File: src/rtl/am_envelope_demod_pkg.sv
// am_demod_pkg: shared definitions for the AM envelope demodulator.
// Contents: FSM state encoding and width helpers for the squared-sum datapath.
package am_demod_pkg;

    // Sample flow: capture -> I^2 -> +Q^2 -> bit-serial root -> DC removal.
    typedef enum logic [2:0] {
        IDLE = 3'd0,
        SQ_I = 3'd1,
        SQ_Q = 3'd2,
        SQRT = 3'd3,
        DC   = 3'd4
    } state_t;

    // Width of a squared sample (and of the sum of two squares).
    function automatic int sq_w(input int in_w);
        return 2 * in_w;
    endfunction

endpackage

File: src/rtl/am_envelope_demod_if.sv
// am_envelope_demod_if: sample-in / audio-out bundle for the AM demodulator.
//   master : sample source (drives in_valid, I_in, Q_in, dc_bypass)
//   slave  : demodulator   (drives in_ready, d_out, out_valid, overrun)
interface am_envelope_demod_if #(
    parameter int IN_W = 8
) ();
    localparam int OUT_W = IN_W + 1;

    logic                    in_valid;
    logic signed [IN_W-1:0]  I_in;
    logic signed [IN_W-1:0]  Q_in;
    logic                    dc_bypass;
    logic                    in_ready;
    logic signed [OUT_W-1:0] d_out;
    logic                    out_valid;
    logic                    overrun;

    modport master (
        output in_valid, I_in, Q_in, dc_bypass,
        input  in_ready, d_out, out_valid, overrun
    );

    modport slave (
        input  in_valid, I_in, Q_in, dc_bypass,
        output in_ready, d_out, out_valid, overrun
    );
endinterface

File: src/rtl/am_envelope_demod_iter_sqrt.sv
// iter_sqrt: bit-serial restoring integer square root, one result bit per clock.
//   clk, rst_n  : clock, async active-low reset
//   i_start     : load i_radicand, clear root/remainder, begin iterating
//   i_radicand  : unsigned 2*ROOT_W-bit value
//   o_last      : high during the final iteration cycle (root complete after that edge)
//   o_root      : floor(sqrt(radicand)), valid once the last iteration has clocked
module iter_sqrt
    import am_demod_pkg::*;
#(
    parameter int ROOT_W = 8
) (
    input  logic                          clk,
    input  logic                          rst_n,
    input  logic                          i_start,
    input  logic [sq_w(ROOT_W)-1:0]       i_radicand,
    output logic                          o_last,
    output logic [ROOT_W-1:0]             o_root
);
    localparam int RAD_W = sq_w(ROOT_W);
    // Remainder never exceeds 2*root, so ROOT_W+2 bits hold the shifted value.
    localparam int REM_W = ROOT_W + 2;
    localparam int CNT_W = $clog2(ROOT_W);

    logic [RAD_W-1:0]  r_rad;
    logic [REM_W-1:0]  r_rem;
    logic [ROOT_W-1:0] r_root;
    logic [CNT_W-1:0]  r_cnt;
    logic              r_busy;

    logic [REM_W-1:0]  w_rem_sh;
    logic [REM_W-1:0]  w_trial;
    logic              w_fits;

    // Bring down the next two radicand bits and try subtracting 4*root+1.
    assign w_rem_sh = {r_rem[ROOT_W-1:0], r_rad[RAD_W-1 -: 2]};
    assign w_trial  = {r_root, 2'b01};
    assign w_fits   = (w_rem_sh >= w_trial);

    assign o_last = r_busy && (r_cnt == CNT_W'(ROOT_W - 1));
    assign o_root = r_root;

    always_ff @(posedge clk or negedge rst_n) begin
        if (!rst_n) begin
            r_rad  <= '0;
            r_rem  <= '0;
            r_root <= '0;
            r_cnt  <= '0;
            r_busy <= 1'b0;
        end else if (i_start) begin
            r_rad  <= i_radicand;
            r_rem  <= '0;
            r_root <= '0;
            r_cnt  <= '0;
            r_busy <= 1'b1;
        end else if (r_busy) begin
            r_rad  <= r_rad << 2;
            r_rem  <= w_fits ? (w_rem_sh - w_trial) : w_rem_sh;
            r_root <= {r_root[ROOT_W-2:0], w_fits};
            r_cnt  <= r_cnt + 1'b1;
            if (o_last)
                r_busy <= 1'b0;
        end
    end
endmodule

File: src/rtl/am_envelope_demod.sv
// am_envelope_demod: I/Q envelope detector with optional leaky-average DC removal.
//   clk, rst_n : system clock, async active-low reset
//   bus        : slave side of am_envelope_demod_if
//                in_valid/I_in/Q_in/dc_bypass in; in_ready, d_out, out_valid, overrun out
// One shared squarer computes I^2 then Q^2; iter_sqrt produces the magnitude
// over IN_W cycles; the DC stage subtracts acc>>DC_SHIFT and updates acc.
module am_envelope_demod
    import am_demod_pkg::*;
#(
    parameter int IN_W     = 8,
    parameter int DC_SHIFT = 10
) (
    input  logic                 clk,
    input  logic                 rst_n,
    am_envelope_demod_if.slave   bus
);
    localparam int OUT_W = IN_W + 1;
    localparam int SQ_W  = sq_w(IN_W);
    localparam int ACC_W = IN_W + DC_SHIFT;

    state_t r_state, w_next;

    logic signed [IN_W-1:0]  r_i, r_q;
    logic                    r_byp;
    logic [SQ_W-1:0]         r_sum;
    logic [ACC_W-1:0]        r_acc;
    logic signed [OUT_W-1:0] r_dout;
    logic                    r_ovalid;
    logic                    r_overrun;

    logic signed [IN_W-1:0]  w_mul_op;
    logic signed [SQ_W-1:0]  w_op_ext;
    logic signed [SQ_W-1:0]  w_prod;
    logic [SQ_W-1:0]         w_sq;
    logic [SQ_W-1:0]         w_sum_next;
    logic                    w_sqrt_last;
    logic [IN_W-1:0]         w_mag;
    logic [IN_W-1:0]         w_avg;
    logic signed [OUT_W-1:0] w_mag_ext, w_avg_ext;
    logic [ACC_W-1:0]        w_acc_next;

    // Shared squarer: Q in SQ_Q, I otherwise. Sign-extend before multiplying so
    // (-2^(IN_W-1))^2 lands in range; the square is non-negative so the low
    // SQ_W bits are the exact unsigned result.
    assign w_mul_op   = (r_state == SQ_Q) ? r_q : r_i;
    assign w_op_ext   = SQ_W'(w_mul_op);
    assign w_prod     = w_op_ext * w_op_ext;
    assign w_sq       = $unsigned(w_prod);
    assign w_sum_next = r_sum + w_sq;

    // The root engine loads the completed sum on the same edge the sum register does.
    iter_sqrt #(.ROOT_W(IN_W)) u_sqrt (
        .clk        (clk),
        .rst_n      (rst_n),
        .i_start    (r_state == SQ_Q),
        .i_radicand (w_sum_next),
        .o_last     (w_sqrt_last),
        .o_root     (w_mag)
    );

    // Leaky average: acc tracks mag<<DC_SHIFT; avg_q is its integer part.
    assign w_avg      = IN_W'(r_acc >> DC_SHIFT);
    assign w_mag_ext  = $signed({1'b0, w_mag});
    assign w_avg_ext  = $signed({1'b0, w_avg});
    assign w_acc_next = r_acc + ACC_W'(w_mag) - ACC_W'(w_avg);

    always_comb begin
        w_next = r_state;
        case (r_state)
            IDLE:    if (bus.in_valid) w_next = SQ_I;
            SQ_I:    w_next = SQ_Q;
            SQ_Q:    w_next = SQRT;
            SQRT:    if (w_sqrt_last) w_next = DC;
            DC:      w_next = IDLE;
            default: w_next = IDLE;
        endcase
    end

    always_ff @(posedge clk or negedge rst_n) begin
        if (!rst_n) r_state <= IDLE;
        else        r_state <= w_next;
    end

    always_ff @(posedge clk or negedge rst_n) begin
        if (!rst_n) begin
            r_i       <= '0;
            r_q       <= '0;
            r_byp     <= 1'b0;
            r_sum     <= '0;
            r_acc     <= '0;
            r_dout    <= '0;
            r_ovalid  <= 1'b0;
            r_overrun <= 1'b0;
        end else begin
            r_ovalid  <= (r_state == DC);
            // A sample arriving while busy is dropped and flagged.
            r_overrun <= bus.in_valid && (r_state != IDLE);
            case (r_state)
                IDLE: if (bus.in_valid) begin
                    r_i   <= bus.I_in;
                    r_q   <= bus.Q_in;
                    r_byp <= bus.dc_bypass;
                end
                SQ_I: r_sum <= w_sq;
                SQ_Q: r_sum <= w_sum_next;
                DC: begin
                    // Output uses the average from before this sample's update.
                    r_dout <= r_byp ? w_mag_ext : (w_mag_ext - w_avg_ext);
                    r_acc  <= w_acc_next;
                end
                default: ;
            endcase
        end
    end

    assign bus.in_ready  = (r_state == IDLE);
    assign bus.d_out     = r_dout;
    assign bus.out_valid = r_ovalid;
    assign bus.overrun   = r_overrun;
endmodule
File: src/flat_wrapper.sv
// flat-port wrapper written by rule: the top's interface ports become plain ports
module am_envelope_demod_flat import am_demod_pkg::*;
#(
    parameter int IN_W     = 8,
    parameter int DC_SHIFT = 10
)
  (clk, rst_n, bus_in_valid, bus_I_in, bus_Q_in, bus_dc_bypass, bus_in_ready, bus_d_out, bus_out_valid, bus_overrun);
  am_envelope_demod_if #(.IN_W(IN_W)) bus_i ();
  input  logic clk;
  input  logic rst_n;
  input wire logic [$bits(bus_i.in_valid)-1:0] bus_in_valid;
  input wire logic [$bits(bus_i.I_in)-1:0] bus_I_in;
  input wire logic [$bits(bus_i.Q_in)-1:0] bus_Q_in;
  input wire logic [$bits(bus_i.dc_bypass)-1:0] bus_dc_bypass;
  output wire logic [$bits(bus_i.in_ready)-1:0] bus_in_ready;
  output wire logic [$bits(bus_i.d_out)-1:0] bus_d_out;
  output wire logic [$bits(bus_i.out_valid)-1:0] bus_out_valid;
  output wire logic [$bits(bus_i.overrun)-1:0] bus_overrun;
  assign bus_i.in_valid = bus_in_valid;
  assign bus_i.I_in = bus_I_in;
  assign bus_i.Q_in = bus_Q_in;
  assign bus_i.dc_bypass = bus_dc_bypass;
  assign bus_in_ready = bus_i.in_ready;
  assign bus_d_out = bus_i.d_out;
  assign bus_out_valid = bus_i.out_valid;
  assign bus_overrun = bus_i.overrun;
  am_envelope_demod #(.IN_W(IN_W), .DC_SHIFT(DC_SHIFT)) u_core (.clk(clk), .rst_n(rst_n), .bus(bus_i));
endmodule
File: config.mk
export PLATFORM = sky130hd
export DESIGN_NAME = am_envelope_demod_flat
export DESIGN_NICKNAME = d
export VERILOG_FILES = /design/src/rtl/am_envelope_demod_pkg.sv /design/src/rtl/am_envelope_demod_if.sv /design/src/rtl/am_envelope_demod_iter_sqrt.sv /design/src/rtl/am_envelope_demod.sv /design/src/flat_wrapper.sv
export SDC_FILE = /design/constraint.sdc
export NUM_CORES = 1
export LEC_CHECK = 0
export CAP_MARGIN = 20
export CORE_MARGIN = 2
export CORE_UTILIZATION = 61
export CTS_BUF_LIST = sky130_fd_sc_hd__clkbuf_8
export DETAILED_ROUTE_END_ITERATION = 8
export DONT_BUFFER_PORTS = 1
export GPL_ROUTABILITY_DRIVEN = 0
export GPL_TIMING_DRIVEN = 0
export MAX_ROUTING_LAYER = met4
export PLACE_DENSITY_LB_ADDON = 0.12
export RECOVER_POWER = 50
export SYNTH_ARGS = -nofsm -noshare
export SYNTH_HDL_FRONTEND = slang
export SYNTH_HIERARCHICAL = 1
export SYNTH_SLANG_ARGS = --single-unit
File: constraint.sdc
create_clock -name clk -period 6.4 [get_ports clk]
set_input_delay 1.28 -clock clk [delete_from_list [all_inputs] [get_ports clk]]
set_output_delay 1.28 -clock clk [all_outputs]
set_load 0.05 [all_outputs]
==> impl_results.md <==
* Fmax at 0.154 GHz
* # DRC at 0
* Largest net degree at the start of global routing at 102
* Clk buf depth at 2
* DRT iter0 DRCs at 398
* RR Startpoint: u_core/r_state[2]
* Worst Hold Depth at 2
* Slowest CP cell: fa_1
* WP data required at 6.71 ns
* Fin Clk Skew at 0.0102 ns
* DP Cell Count at 1,144
* Total routed wirelength at 20,800 um
* Post-detail-place hpwl at 14,300 um
* Endpoint type of the worst setup path: flip-flop
* Port bufs at 0
* Syn nets at 1,116
* Total of max-cap violations at 1
* Vias in the first global route at 6,954
* Drt pass-1 iters at 5
* Crit path launch type: flip-flop
* # nets final at 1,185
* EDFF count, synth at 0
* Crit Path Category: reg2reg
* CTS buffer count at 9
* Number of synthesis warnings at 6
* H-tree depth at 3
* Via density at 5.68
* Setup ws final at -0.0884 ns
* Layout Cells excl Fill at 1,218
* CTS tree: yes
* Initial antenna violation count at 0
* Period utilization at 101%
* Cell repeated most along the worst path: a21oi_2
* Mean Syn Cell Area at 9.02 um2
* Fillers at 1,002
* Die height at 123 um
* Final Hold Fails at 0
* Antenna Violating Nets Remaining at 0
* Post-synth top area share at 29.1%
* Top post-synthesis cells by area: dfrtp_1 29%, fa_1 12%, ha_1 12%, inv_1 6.0%, nand2_1 4.2%
* Worst-Skew Late Latency at 0.39 ns
* Violated checks: max-capacitance violations, max-slew violations, negative setup slack
* Cell count after synthesis at 964
* Register area share after synthesis at 29.1%
* Clock sink count at 101
* Hold Path End: u_core/r_acc[0]
* Yosys top cell by area: dfrtp_1
* First-pass GRT wire length at 33,400 um
* Synth cell types at 67
* Die width at 123 um
* CORE AREA at 13,900 um2
* Predominant post-synthesis flop cell: dfrtp_1
* Vias at 6,922
* Fraction of registers with async set/reset at 100%
* Crit path max fanout at 6
* Status: complete, but fails checks
* Slew @ Worst Pin at 1.66 ns
* Die area at 15,200 um2
* Gr usage total at 29.2%
* DR WL/cell at 17.1 um
* Reg-to-reg endpoint: u_core/u_sqrt/r_rad[15]
* CTS clock-pin slew for the worst setup and hold paths at 0.10 ns
* R2R depth at 33
* Final min period at 6.49 ns
* Share of cells above drive strength 1 at 18.1%
* Hold_sp: u_core/r_acc[0]
* CP Data Arrival Time at 6.80 ns
* IO Pins at 32
* Gr ovfl total at 0
* Root Driver: clkbuf_8
* Synthesized area at 8700 um2
* Initial Util at 62.7%
* Hold Crit Class: reg2reg
* Area Overhead vs Synth at 15.3%
* Max-slew headroom at -11.3%
* Worst path max stage delay at 0.50 ns
* Pre-CTS WS at -0.818 ns
* Antenna cell count at 0
* Slew Limit Fails at 3
* Endpoints failing setup at 2
* Reg2Reg Setup Slack at -0.09 ns
* Yosys reg bits at 101
* RSZ-0062 raised after global routing: true
* Row count at 43
[cell type report]
cell class / count / area, um2 / share of cell area (%)
clock inverters: 7 / 90.1 / 0.898
plain buffers: 26 / 138 / 1.37
multi-input cells: 696 / 5880 / 58.6
flip-flops and latches: 101 / 2530 / 25.2
clock buffers: 9 / 124 / 1.24
repair buffers: 60 / 518 / 5.17
inverters: 139 / 527 / 5.25
well taps: 180 / 225 / 2.25
[worst max-delay path, delay by kind of cell, from the launching register on]
family / cells / cell delay, ns
adders and majority gates: 6 / 2.24
DFF: 1 / 0.41
AOI/OAI and AO/OA: 11 / 1.57
buffers and inverters: 5 / 0.47
and+or+nand+nor: 7 / 0.85
xor gates and xnor gates: 3 / 0.54
muxes: 1 / 0.31
[timing repair]
action,CTS,global route
hold buffers,0,0
resized for setup,53,52
pin swaps,40,57
buffers inserted,38,22
endpoints found under the setup margin,9,10
[how the worst max path moves through the flow]
stage / startpoint / to / cells past startpoint
2_1_floorplan: u_core/r_state[2] / u_core/r_sum[15] / 27
3_5_place_dp: u_core/r_state[2] / u_core/r_sum[15] / 27
6_report: u_core/r_state[2] / u_core/u_sqrt/r_rad[15] / 33
4_1_cts: u_core/r_state[2] / u_core/r_sum[15] / 32
5_1_grt: u_core/r_state[2] / u_core/u_sqrt/r_rad[15] / 33
3_3_place_gp: u_core/r_state[2] / u_core/r_sum[15] / 27
[kinds of logic after synthesis]
kind of cell / share of synthesized area, %
compound gates: 14.5
mux: 6.64
flops: 29.1
buf+inv: 7.44
fa+ha+maj: 23.5
xor+xnor: 5.82
simple gates: 13.1
[layout by cell type, fill, tap and decap left out, drive strengths merged, types with 7 or more instances in the layout]
| master | count |
|---|---|
| inv | 142 |
| dfrtp | 101 |
| nand2 | 97 |
| ha | 80 |
| nor2 | 79 |
| o21ai | 72 |
| buf | 64 |
| a21oi | 59 |
| fa | 52 |
| xnor2 | 39 |
| mux2i | 36 |
| clkbuf | 31 |
| mux2 | 19 |
| xor2 | 18 |
| a21o | 16 |
| nand3 | 13 |
| a31oi | 13 |
| nand2b | 12 |
| nor2b | 10 |
| nor3 | 8 |
| a211oi | 8 |
| o21bai | 7 |
| and2 | 7 |
[registers in the layout, indices dropped and copies added (netlist names)]
signal	cells
u_core/bus.d_out	9
u_core/r_byp	1
u_core/u_sqrt/r_rad	16
u_core/r_i	8
u_core/r_state	3
u_core/u_sqrt/r_rem	8
u_core/r_q	8
u_core/u_sqrt/r_busy	1
u_core/r_sum	16
u_core/r_acc	18
u_core/bus.overrun	1
u_core/u_sqrt/o_root	8
u_core/u_sqrt/r_cnt	3
u_core/bus.out_valid	1
[Yosys cell counts (16+ instances only)]
cell type,instances
xor2_1,18
inv_1,138
o21ai_0,63
mux2_2,18
dfrtp_1,101
a21o_1,16
fa_1,52
xnor2_1,38
nor2_1,78
ha_1,80
mux2i_1,35
a21oi_1,56
nand2_1,97
clkbuf_1,21
[metal layers]
layer	wire [um]	track usage [%]	share of wire, %	up-vias
met5	0	-	0	-
met4	745	9.38	3.6	0
met3	691	4.70	3.3	50
met2	10600	51.4	51	153
met1	8770	34.1	42	3393
li1	-	-	-	3326
[per-stage QoR]
stage | area (um2) | setup TNS (ns) | utilization [%] | hold slack (ns)
finish | 10000 | -0.156 | 72.2 | 0.495
global route | 10000 | -1.03 | 72.2 | 0.531
CTS | 9690 | 0 | 69.8 | 0.500
detailed placement | 8930 | -4.65 | 64.4 | 0.474
global placement | 8930 | -4.32 | 64.3 | 0.465
floorplan | 8700 | 0 | - | 0.449
Power is left out: the tool's default activity adds up to more than one toggle a clock period on the data nets, which glitch-free logic cannot reach.
